`src/rtl/scaler_linebuf_ctrl.sv`:
```
// Line-buffer controller: fills a single-port RAM with one line, then replays it i_repeat times.
// Optional SCALER_LB_DONE_PULSE_EN adds o_line_done, a one-cycle pulse after the last replay read.
//
// state    | meaning
// ST_FILL  | accepting input pixels, writing RAM at wr_ptr
// ST_DRAIN | reading RAM at rd_ptr into the output register, replaying rep_cnt more times
module scaler_linebuf_ctrl #(
  parameter int ADDR_WIDTH = 8,
  parameter int DATA_WIDTH = 30,
  parameter int LINE_WIDTH = 256
) (
  input  logic                  clk,
  input  logic                  i_rst,
  input  logic [3:0]            i_repeat,
  input  logic                  i_in_valid,
  output logic                  o_in_ready,
  input  logic [DATA_WIDTH-1:0] i_in_data,
  output logic                  o_pix_valid,
  input  logic                  i_pix_ready,
  output logic [DATA_WIDTH-1:0] o_pix_data,
  output logic                  o_busy,
  output logic                  o_ram_cs,
  output logic                  o_ram_we,
  output logic [ADDR_WIDTH-1:0] o_ram_addr,
  output logic [DATA_WIDTH-1:0] o_ram_din,
`ifdef SCALER_LB_DONE_PULSE_EN
  output logic                  o_line_done,
`endif
  input  logic [DATA_WIDTH-1:0] i_ram_dout
);

  typedef enum logic {
    ST_FILL  = 1'b0,
    ST_DRAIN = 1'b1
  } state_e;

  localparam logic [ADDR_WIDTH-1:0] LAST_PTR = ADDR_WIDTH'(LINE_WIDTH - 1);

  state_e                state_q, state_d;
  logic [ADDR_WIDTH-1:0] wr_ptr_q, wr_ptr_d;
  logic [ADDR_WIDTH-1:0] rd_ptr_q, rd_ptr_d;
  logic [3:0]            rep_cnt_q, rep_cnt_d;
  logic                  pix_valid_q, pix_valid_d;
  logic [DATA_WIDTH-1:0] pix_data_q, pix_data_d;

  logic                  wr_fire;
  logic                  rd_fire;
  logic                  final_rd;

  always_comb begin
    state_d     = state_q;
    wr_ptr_d    = wr_ptr_q;
    rd_ptr_d    = rd_ptr_q;
    rep_cnt_d   = rep_cnt_q;
    pix_valid_d = pix_valid_q;
    pix_data_d  = pix_data_q;
    o_in_ready  = 1'b0;
    wr_fire     = 1'b0;
    rd_fire     = 1'b0;
    final_rd    = 1'b0;
    o_ram_cs    = 1'b0;
    o_ram_we    = 1'b0;
    o_ram_addr  = '0;
    o_ram_din   = '0;

    unique case (state_q)
      ST_FILL: begin
        o_in_ready = !i_rst;
        wr_fire    = o_in_ready && i_in_valid;
        // A replayed pixel may still be waiting here from the previous line.
        if (i_pix_ready) begin
          pix_valid_d = 1'b0;
        end
        if (wr_fire) begin
          o_ram_cs   = 1'b1;
          o_ram_we   = 1'b1;
          o_ram_addr = wr_ptr_q;
          o_ram_din  = i_in_data;
          if (wr_ptr_q == '0) begin
            rep_cnt_d = (i_repeat == 4'd0) ? 4'd0 : i_repeat - 4'd1;
          end
          if (wr_ptr_q == LAST_PTR) begin
            wr_ptr_d = '0;
            state_d  = ST_DRAIN;
          end else begin
            wr_ptr_d = wr_ptr_q + ADDR_WIDTH'(1);
          end
        end
      end

      ST_DRAIN: begin
        rd_fire = !i_rst && (!pix_valid_q || i_pix_ready);
        if (rd_fire) begin
          o_ram_cs    = 1'b1;
          o_ram_addr  = rd_ptr_q;
          pix_data_d  = i_ram_dout;
          pix_valid_d = 1'b1;
          if (rd_ptr_q == LAST_PTR) begin
            rd_ptr_d = '0;
            if (rep_cnt_q == 4'd0) begin
              final_rd = 1'b1;
              state_d  = ST_FILL;
            end else begin
              rep_cnt_d = rep_cnt_q - 4'd1;
            end
          end else begin
            rd_ptr_d = rd_ptr_q + ADDR_WIDTH'(1);
          end
        end
      end

      default: begin
        state_d = ST_FILL;
      end
    endcase
  end

  always_ff @(posedge clk) begin
    if (i_rst) begin
      state_q     <= ST_FILL;
      wr_ptr_q    <= '0;
      rd_ptr_q    <= '0;
      rep_cnt_q   <= '0;
      pix_valid_q <= 1'b0;
      pix_data_q  <= '0;
    end else begin
      state_q     <= state_d;
      wr_ptr_q    <= wr_ptr_d;
      rd_ptr_q    <= rd_ptr_d;
      rep_cnt_q   <= rep_cnt_d;
      pix_valid_q <= pix_valid_d;
      pix_data_q  <= pix_data_d;
    end
  end

  assign o_pix_valid = pix_valid_q;
  assign o_pix_data  = pix_data_q;
  assign o_busy      = (state_q == ST_DRAIN) || pix_valid_q;

`ifdef SCALER_LB_DONE_PULSE_EN
  logic line_done_q;

  always_ff @(posedge clk) begin
    if (i_rst) begin
      line_done_q <= 1'b0;
    end else begin
      line_done_q <= final_rd;
    end
  end

  assign o_line_done = line_done_q;
`else
  logic unused_final_rd;
  assign unused_final_rd = final_rd;
`endif

endmodule
```
`config.mk`:
```
export PLATFORM = sky130hd
export DESIGN_NAME = scaler_linebuf_ctrl
export DESIGN_NICKNAME = d
export VERILOG_FILES = /design/src/rtl/scaler_linebuf_ctrl.sv
export SDC_FILE = /design/constraint.sdc
export NUM_CORES = 1
export LEC_CHECK = 0
export CORE_ASPECT_RATIO = 1.75
export CORE_MARGIN = 2
export CORE_UTILIZATION = 34
export DETAILED_ROUTE_END_ITERATION = 8
export GPL_TIMING_DRIVEN = 0
export PLACE_DENSITY = 0.84
export SYNTH_ARGS = -nofsm -noshare
export SYNTH_HDL_FRONTEND = slang
export SYNTH_SLANG_ARGS = --single-unit
```
`constraint.sdc`:
```
create_clock -name clk -period 1.65 [get_ports clk]
set_clock_uncertainty 0.05 [all_clocks]
set_input_delay 0.4125 -clock clk [delete_from_list [all_inputs] [get_ports clk]]
set_output_delay 0.4125 -clock clk [all_outputs]
set_load 0.01 [all_outputs]
```
==> impl_results.md, run 1 <==
- I/O Buffers: 140
- Worst-skew pair later-pin latency: 290 ps
- CTS Buffer Depth: 2
- I/O pins: 141
- Worst-margin pin slew: 419 ps
- Vias in the first global route: 2623
- DR vias/cell: 4.90
- Via total after detailed routing: 2772
- H-tree depth: 2
- TritonCTS buffer count: 5
- CTS clk-pin slew, worst paths: 70 ps
- GPL Wtd Cong: 0.870
- GRT overflow: 0
- Leak: 2.37 nW
- Most common cell in the netlist: nand2_1
- Filler Cells Inserted: 538
- Crit end category: output port
- Synth area leaders: dfxtp_1, nand2_1, and2_1
- Post-synthesis compound-gate area fraction: 7.37%
- Slack of the critical path: -436 ps
- Worst hold margin: 400 ps
- Setup crit start kind: register
- Post-synth EDFFs: 0
- Syn Nets: 382
- Final Util: 65.1%
- N_diodes: 0
- Area leader, netlist: dfxtp_1
- CTS tree: built
- Clock root cell: clkbuf_16
- Relative slew slack: 72.1%
- Synth warn: 0
- Power Density: 619 nW/um^2
- Mux share of post-synthesis cell area: 0.415%
- Die Wd: 67.7 um
- Synth top area share: 43.2%
- Final hold vios: 0
- Part of the cycle the worst path needs: 126%
- Initial antenna violation count: 0
- Flops & latches, synth: 52
- Max Slew Vio Count: 0
- Status: finished with violations
- Min Tclk post-route: 2090 ps
- Post-synthesis adder-cell area fraction: 2.59%
- FF/Latch Area: 1050 um^2
- Worst vdd ir: 0.720 mV
- 1st-iter DRT viols: 172
- Total power: 2.77 mW
- Core area: 6860 um^2
- RSZ-0062 raised after global routing: yes
- Worst path arrival time: 1620 ps
- Final antenna-violating net count: 0
- DP HPWL: 5630 um
- Final setup fails: 52
- Max Freq: 479 MHz
- Distinct cells, synth: 37
- Syn Inst Count: 309
- CTS Sinks: 52
- Die area: 7810 um^2
- Share of cells above drive strength 1: 25.9%
- Register area share after synthesis: 43.2%
- Xor and xnor area share after synthesis: 5.45%
- Chip height: 115 um
- Final WL: 8120 um
- Avg Synthesized Cell Area: 7.81 um^2
- Post-synth top cells: nand2_1, dfxtp_1, nand3_1
- Largest net degree at the start of global routing: 18
- Req. time, crit path: 1190 ps
- Residual DRC: 0
- Total iterations of the first detailed-routing run: 6
- Nets: 554
- Synth-to-layout area growth: 85.2%
- Worst hold path class: reg2reg
- FP Rows: 40
- Failing checks: setup timing
- Top_reg_cell synth: dfxtp_1
- CP Max Fanout: 5
- Area of the multi-input gates: 1400 um^2
- GR Util All Layers: 19.7%
- Max Cap Viol: 0
- First-pass GRT wire length: 12100 um
- Cell Area, Synth: 2410 um^2
- Drt wl/cell: 14.4 um
- Largest family of logic cells by synthesized area: simple AND/OR/NAND/NOR gates
- Starting density of the core: 35.2%
- Ys async rst share: 0%
- Simple-Gate Fraction of Synth Area: 37.2%
- WS Path Type: reg2out
-- where the power goes --
group	switching (mW)	total [mW]	leakage [nW]	internal, mW
registers	0.0149	1.28	0.422	1.26
clock network	0.468	1.04	0.0742	0.568
logic	0.166	0.454	1.87	0.288
-- critical path: stages (launching register included) --
cell       delay [ps]
dfxtp_2           340
buf_8             120
nor3b_4           280
buf_6             180
clkbuf_16         140
a22o_1            150
buf_2             140
-- cell families after synthesis --
family,Yosys count
simple gates,189
mux,1
xor+xnor,15
compound gates,23
flops,52
fa+ha+maj,5
buf+inv,24
-- cells in the final DEF (no fill, tap or decap), drive strengths merged, types with 3 or more instances in the layout --
cell type      synthesis  final
ha                     5      5
a21oi                  3      3
clkbuf                13     16
nand4                  6      6
buf                    5     74
dlygate4sd2            0      6
xnor2                  5      5
clkinv                 1      3
dlymetal6s2s           0     21
and3                   3      3
inv                    5      6
nor2                  24     24
nand3                 35     35
nand2                 75     75
nor3                   6      6
and2                  30     30
dfxtp                 52     52
xor2                  10     10
o21ai                  5      5
a22o                   8      8
clkdlybuf4s50          0     70
-- routing by layer --
| layer | GRT usage [%] | share of wire, % |
|---|---|---|
| met4 | 6.94 | 1.6 |
| met5 | 0 | 0 |
| met1 | 20.5 | 36 |
| met3 | 4.56 | 7.7 |
| met2 | 36.9 | 55 |
-- cell type report --
| cell class | instances | area share (%) |
|---|---|---|
| clock buffer | 5 | 2.80 |
| timing repair buffer | 167 | 35.4 |
| buffer | 16 | 3.59 |
| tap | 84 | 2.35 |
| clock inverter | 3 | 0.504 |
| multi-input combinational | 233 | 31.3 |
| inverter | 6 | 0.504 |
| sequential | 52 | 23.5 |
-- final timing paths --
path                                                    end  depth (start not counted)  slack, ps                   startpoint
worst max register to register    rep_cnt_q[3]$_SDFFE_PP0P_                          7       -180           state_q$_SDFF_PP0_
worst min-delay path            o_pix_data[27]$_SDFFE_PP0P_                          2        400  o_pix_data[27]$_SDFFE_PP0P_
worst max-delay path                          o_ram_addr[4]                          6       -440           state_q$_SDFF_PP0_
worst min register to register  o_pix_data[27]$_SDFFE_PP0P_                          2        400  o_pix_data[27]$_SDFFE_PP0P_
-- state kept, by name, summed over array words and instances, names as in the netlist --
| register | count |
|---|---|
| rep_cnt_q | 4 |
| o_pix_data | 30 |
| state_q | 1 |
| rd_ptr_q | 8 |
| o_pix_valid | 1 |
| wr_ptr_q | 8 |
-- through the flow --
step | cell area [um^2] | std cells | TNS, ps | setup WS [ps]
after floorplan | 2460 | 309 | -553 | -61.1
after global placement | 3970 | 533 | -68460 | -1350
after detailed placement | 3970 | 533 | -70770 | -1370
after CTS | 4280 | 562 | -15740 | -427
after global routing | 4470 | 566 | -19470 | -490
final | 4470 | 566 | -16410 | -436
-- what timing repair did --
action / CTS / global route
pin swaps: 30 / 14
resized for setup: 227 / 57
setup buffers: 19 / 7
hold buffers: 0 / 0
setup endpoints to repair: 95 / 109
gates cloned: 3 / 0
No activity file was read; power rests on OpenSTA's default activity.
==> inputs of run 2 (changes only) <==
--- a/config.mk
+++ b/config.mk
@@ -11,6 +11,7 @@
 export DETAILED_ROUTE_END_ITERATION = 8
 export GPL_TIMING_DRIVEN = 0
 export PLACE_DENSITY = 0.84
+export SETUP_SLACK_MARGIN = 0.5
 export SYNTH_ARGS = -nofsm -noshare
 export SYNTH_HDL_FRONTEND = slang
 export SYNTH_SLANG_ARGS = --single-unit
==> impl_results.md, run 2 (synthesis results as in run 1) <==
- GR Util All Layers: 22.1% (+2.4 points)
- Crit end category: output port
- Crit path capture: o_ram_addr[5]
- DR vias/cell: 4.94 (+0.93%)
- Slack of the critical path: -548 ps (-111 ps)
- Commonest non-fill, non-tap cells in the layout: buf_6, nand2_1, clkdlybuf4s50_1
- RSZ-0062 raised after global routing: yes
- Reg2Reg Setup Slack: -360 ps (-180 ps)
- Die Wd: 67.7 um (unchanged)
- Status: finished with violations
- I/O Buffers: 140 (unchanged)
- Final WL: 9160 um (+13%)
- Most used cell, CP: buf_6
- Total power: 2.79 mW (+0.93%)
- Core area: 6860 um^2 (unchanged)
- Drt wl/cell: 15.4 um (+7.1%)
- Starting density of the core: 35.2% (unchanged)
- Filler Cells Inserted: 446 (-17%)
- Relative slew slack: 62.3% (-9.8 points)
- Largest register FFs: 30 (unchanged)
- Synth-to-layout area growth: 107%
- Commonest non-fill, non-tap cell in the layout: buf_6
- Final setup fails: 85 (+63%)
- Residual DRC: 0 (unchanged)
- Die area: 7810 um^2 (unchanged)
- Nets: 585 (+5.6%)
- Max Slew Vio Count: 0 (unchanged)
- Largest net degree at the start of global routing: 16 (-2)
- Req. time, crit path: 1190 ps (about the same)
- Design area: 4990 um^2 (+12%)
- Final antenna-violating net count: 0 (unchanged)
- CTS Sinks: 52 (unchanged)
- Worst vdd ir: 0.544 mV (-24%)
- Failing checks: setup timing
- Area of the multi-input gates: 1530 um^2 (+9.0%)
- Worst hold path class: reg2reg
- CTS Buffer Depth: 2 (unchanged)
- CTS clk-pin slew, worst paths: 70 ps (about the same)
- TritonCTS buffer count: 5 (unchanged)
- DP HPWL: 5680 um (+0.92%)
- Sum Neg Setup Slack: -25030 ps (-8620 ps)
- Vias in the first global route: 2878 (+9.7%)
- Worst R2R Start: state_q$_SDFF_PP0_
- 1st-iter DRT viols: 104 (-40%)
- WS Path Type: reg2out
- CP cell instances: buf_8 -> nor3b_4 -> buf_6 -> buf_6 -> buf_6 -> clkbuf_8 -> a22o_1 -> buf_2
- Critical Path Slowest Stage Cell: dfxtp_2
- Cell Area, Placed: 4210 um^2 (+6.1%)
- Worst-margin pin slew: 566 ps (+147 ps)
- CTS tree: built
- H-tree depth: 2 (unchanged)
- WP buf/inv: 6 (+2)
- Min Tclk post-route: 2200 ps (+111 ps)
- Worst hold margin: 411 ps (+11.0 ps)
- RR Endpoint: wr_ptr_q[7]$_SDFFE_PP0P_
- Chip height: 115 um (unchanged)
- Worst-skew pair later-pin latency: 280 ps (about the same)
- Max Cap Viol: 0 (unchanged)
- GRT overflow: 0 (unchanged)
- Clock root cell: clkbuf_16
- Final hold vios: 0 (unchanged)
- CP Max Fanout: 5 (unchanged)
- Leak: 2.27 nW (-4.2%)
- I/O pins: 141 (unchanged)
- Max Freq: 455 MHz (-5.1%)
- Top delay family on crit path: buffers and inverters
- Initial antenna violation count: 0 (unchanged)
- First-pass GRT wire length: 13400 um (+10%)
- Share of cells above drive strength 1: 48.6% (+23 points)
- CP peak stage delay: 340 ps (about the same)
- Place WS: -1150 ps (+218 ps)
- Setup crit start kind: register
- Total iterations of the first detailed-routing run: 5 (-1)
- Part of the cycle the worst path needs: 133% (+6.8 points)
- FF/Latch Area: 1090 um^2 (+3.7%)
- Reg2Reg Depth: 11 (+4)
- N_diodes: 0 (unchanged)
- Worst path arrival time: 1740 ps (+120 ps)
- Worst Setup SP: state_q$_SDFF_PP0_
- FP Rows: 40 (unchanged)
- Power Density: 559 nW/um^2 (-9.7%)
- Via total after detailed routing: 2946 (+6.3%)
- GPL Wtd Cong: 0.788 (-9.5%)
- Levels on crit path: 8 (+2)
## run 2: cell count changes in the layout (fill, tap and decap cells not counted), moves of 5 or more
cell	change
dfxtp_1	-31
and2_4	+15
dlymetal6s2s_1	-21
and2_1	-15
dfxtp_2	+31
buf_2	-16
buf_6	+57
dlygate4sd2_1	-5
buf_4	+19
nand3_2	+13
clkdlybuf4s50_1	-6
nand3_1	-13
## run 2: repair_timing
item	CTS	global route
hold buffers	0	0
endpoints found under the setup margin	125	124
pin swaps	17	13
resized for setup	411	23
cloned	3	0
setup buffers	37	16
## run 2: layout make-up
type	instances	share of cell area [%]
Tap cell	84	2.11
Clock buffer	5	2.51
Clock inverter	2	0.251
Inverter	6	0.501
Timing Repair Buffer	196	38.8
Buffer	18	3.46
Multi-Input combinational cell	233	30.6
Sequential cell	52	21.8
## run 2: tightest hold or removal path, cell delays in order, from the launching register on
cell and delay, ps:
dfxtp_2 320, nand3_1 60, nand2_1 50
## run 2: metal layers
layer	track usage, %	part of all wire, %
met2	42.4	57
met5	0	0
met3	4.08	6.1
met4	10.7	4.8
met1	21.5	33
## run 2: worst min path at each step
stage	from	to	depth (start not counted)	slack, ps
6_report	o_pix_data[29]$_SDFFE_PP0P_	o_pix_data[29]$_SDFFE_PP0P_	2	410
4_1_cts	o_pix_data[12]$_SDFFE_PP0P_	o_pix_data[12]$_SDFFE_PP0P_	2	400
2_1_floorplan	rep_cnt_q[0]$_SDFFE_PP0P_	rep_cnt_q[0]$_SDFFE_PP0P_	2	420
3_3_place_gp	o_pix_data[11]$_SDFFE_PP0P_	o_pix_data[11]$_SDFFE_PP0P_	2	390
3_5_place_dp	o_pix_data[10]$_SDFFE_PP0P_	o_pix_data[10]$_SDFFE_PP0P_	2	390
5_1_grt	o_pix_data[26]$_SDFFE_PP0P_	o_pix_data[26]$_SDFFE_PP0P_	2	430
## run 2: power breakdown
part           internal, mW  total (mW)  switching (mW)
clock network         0.551       0.985           0.434
registers              1.26        1.28          0.0133
logic                 0.346       0.532           0.186
## run 2: through the flow
step,std cells,utilization (%)
floorplan,309,-
global placement,533,61.4
detailed placement,533,61.4
CTS,580,70.0
global route,596,72.8
finish,596,72.8
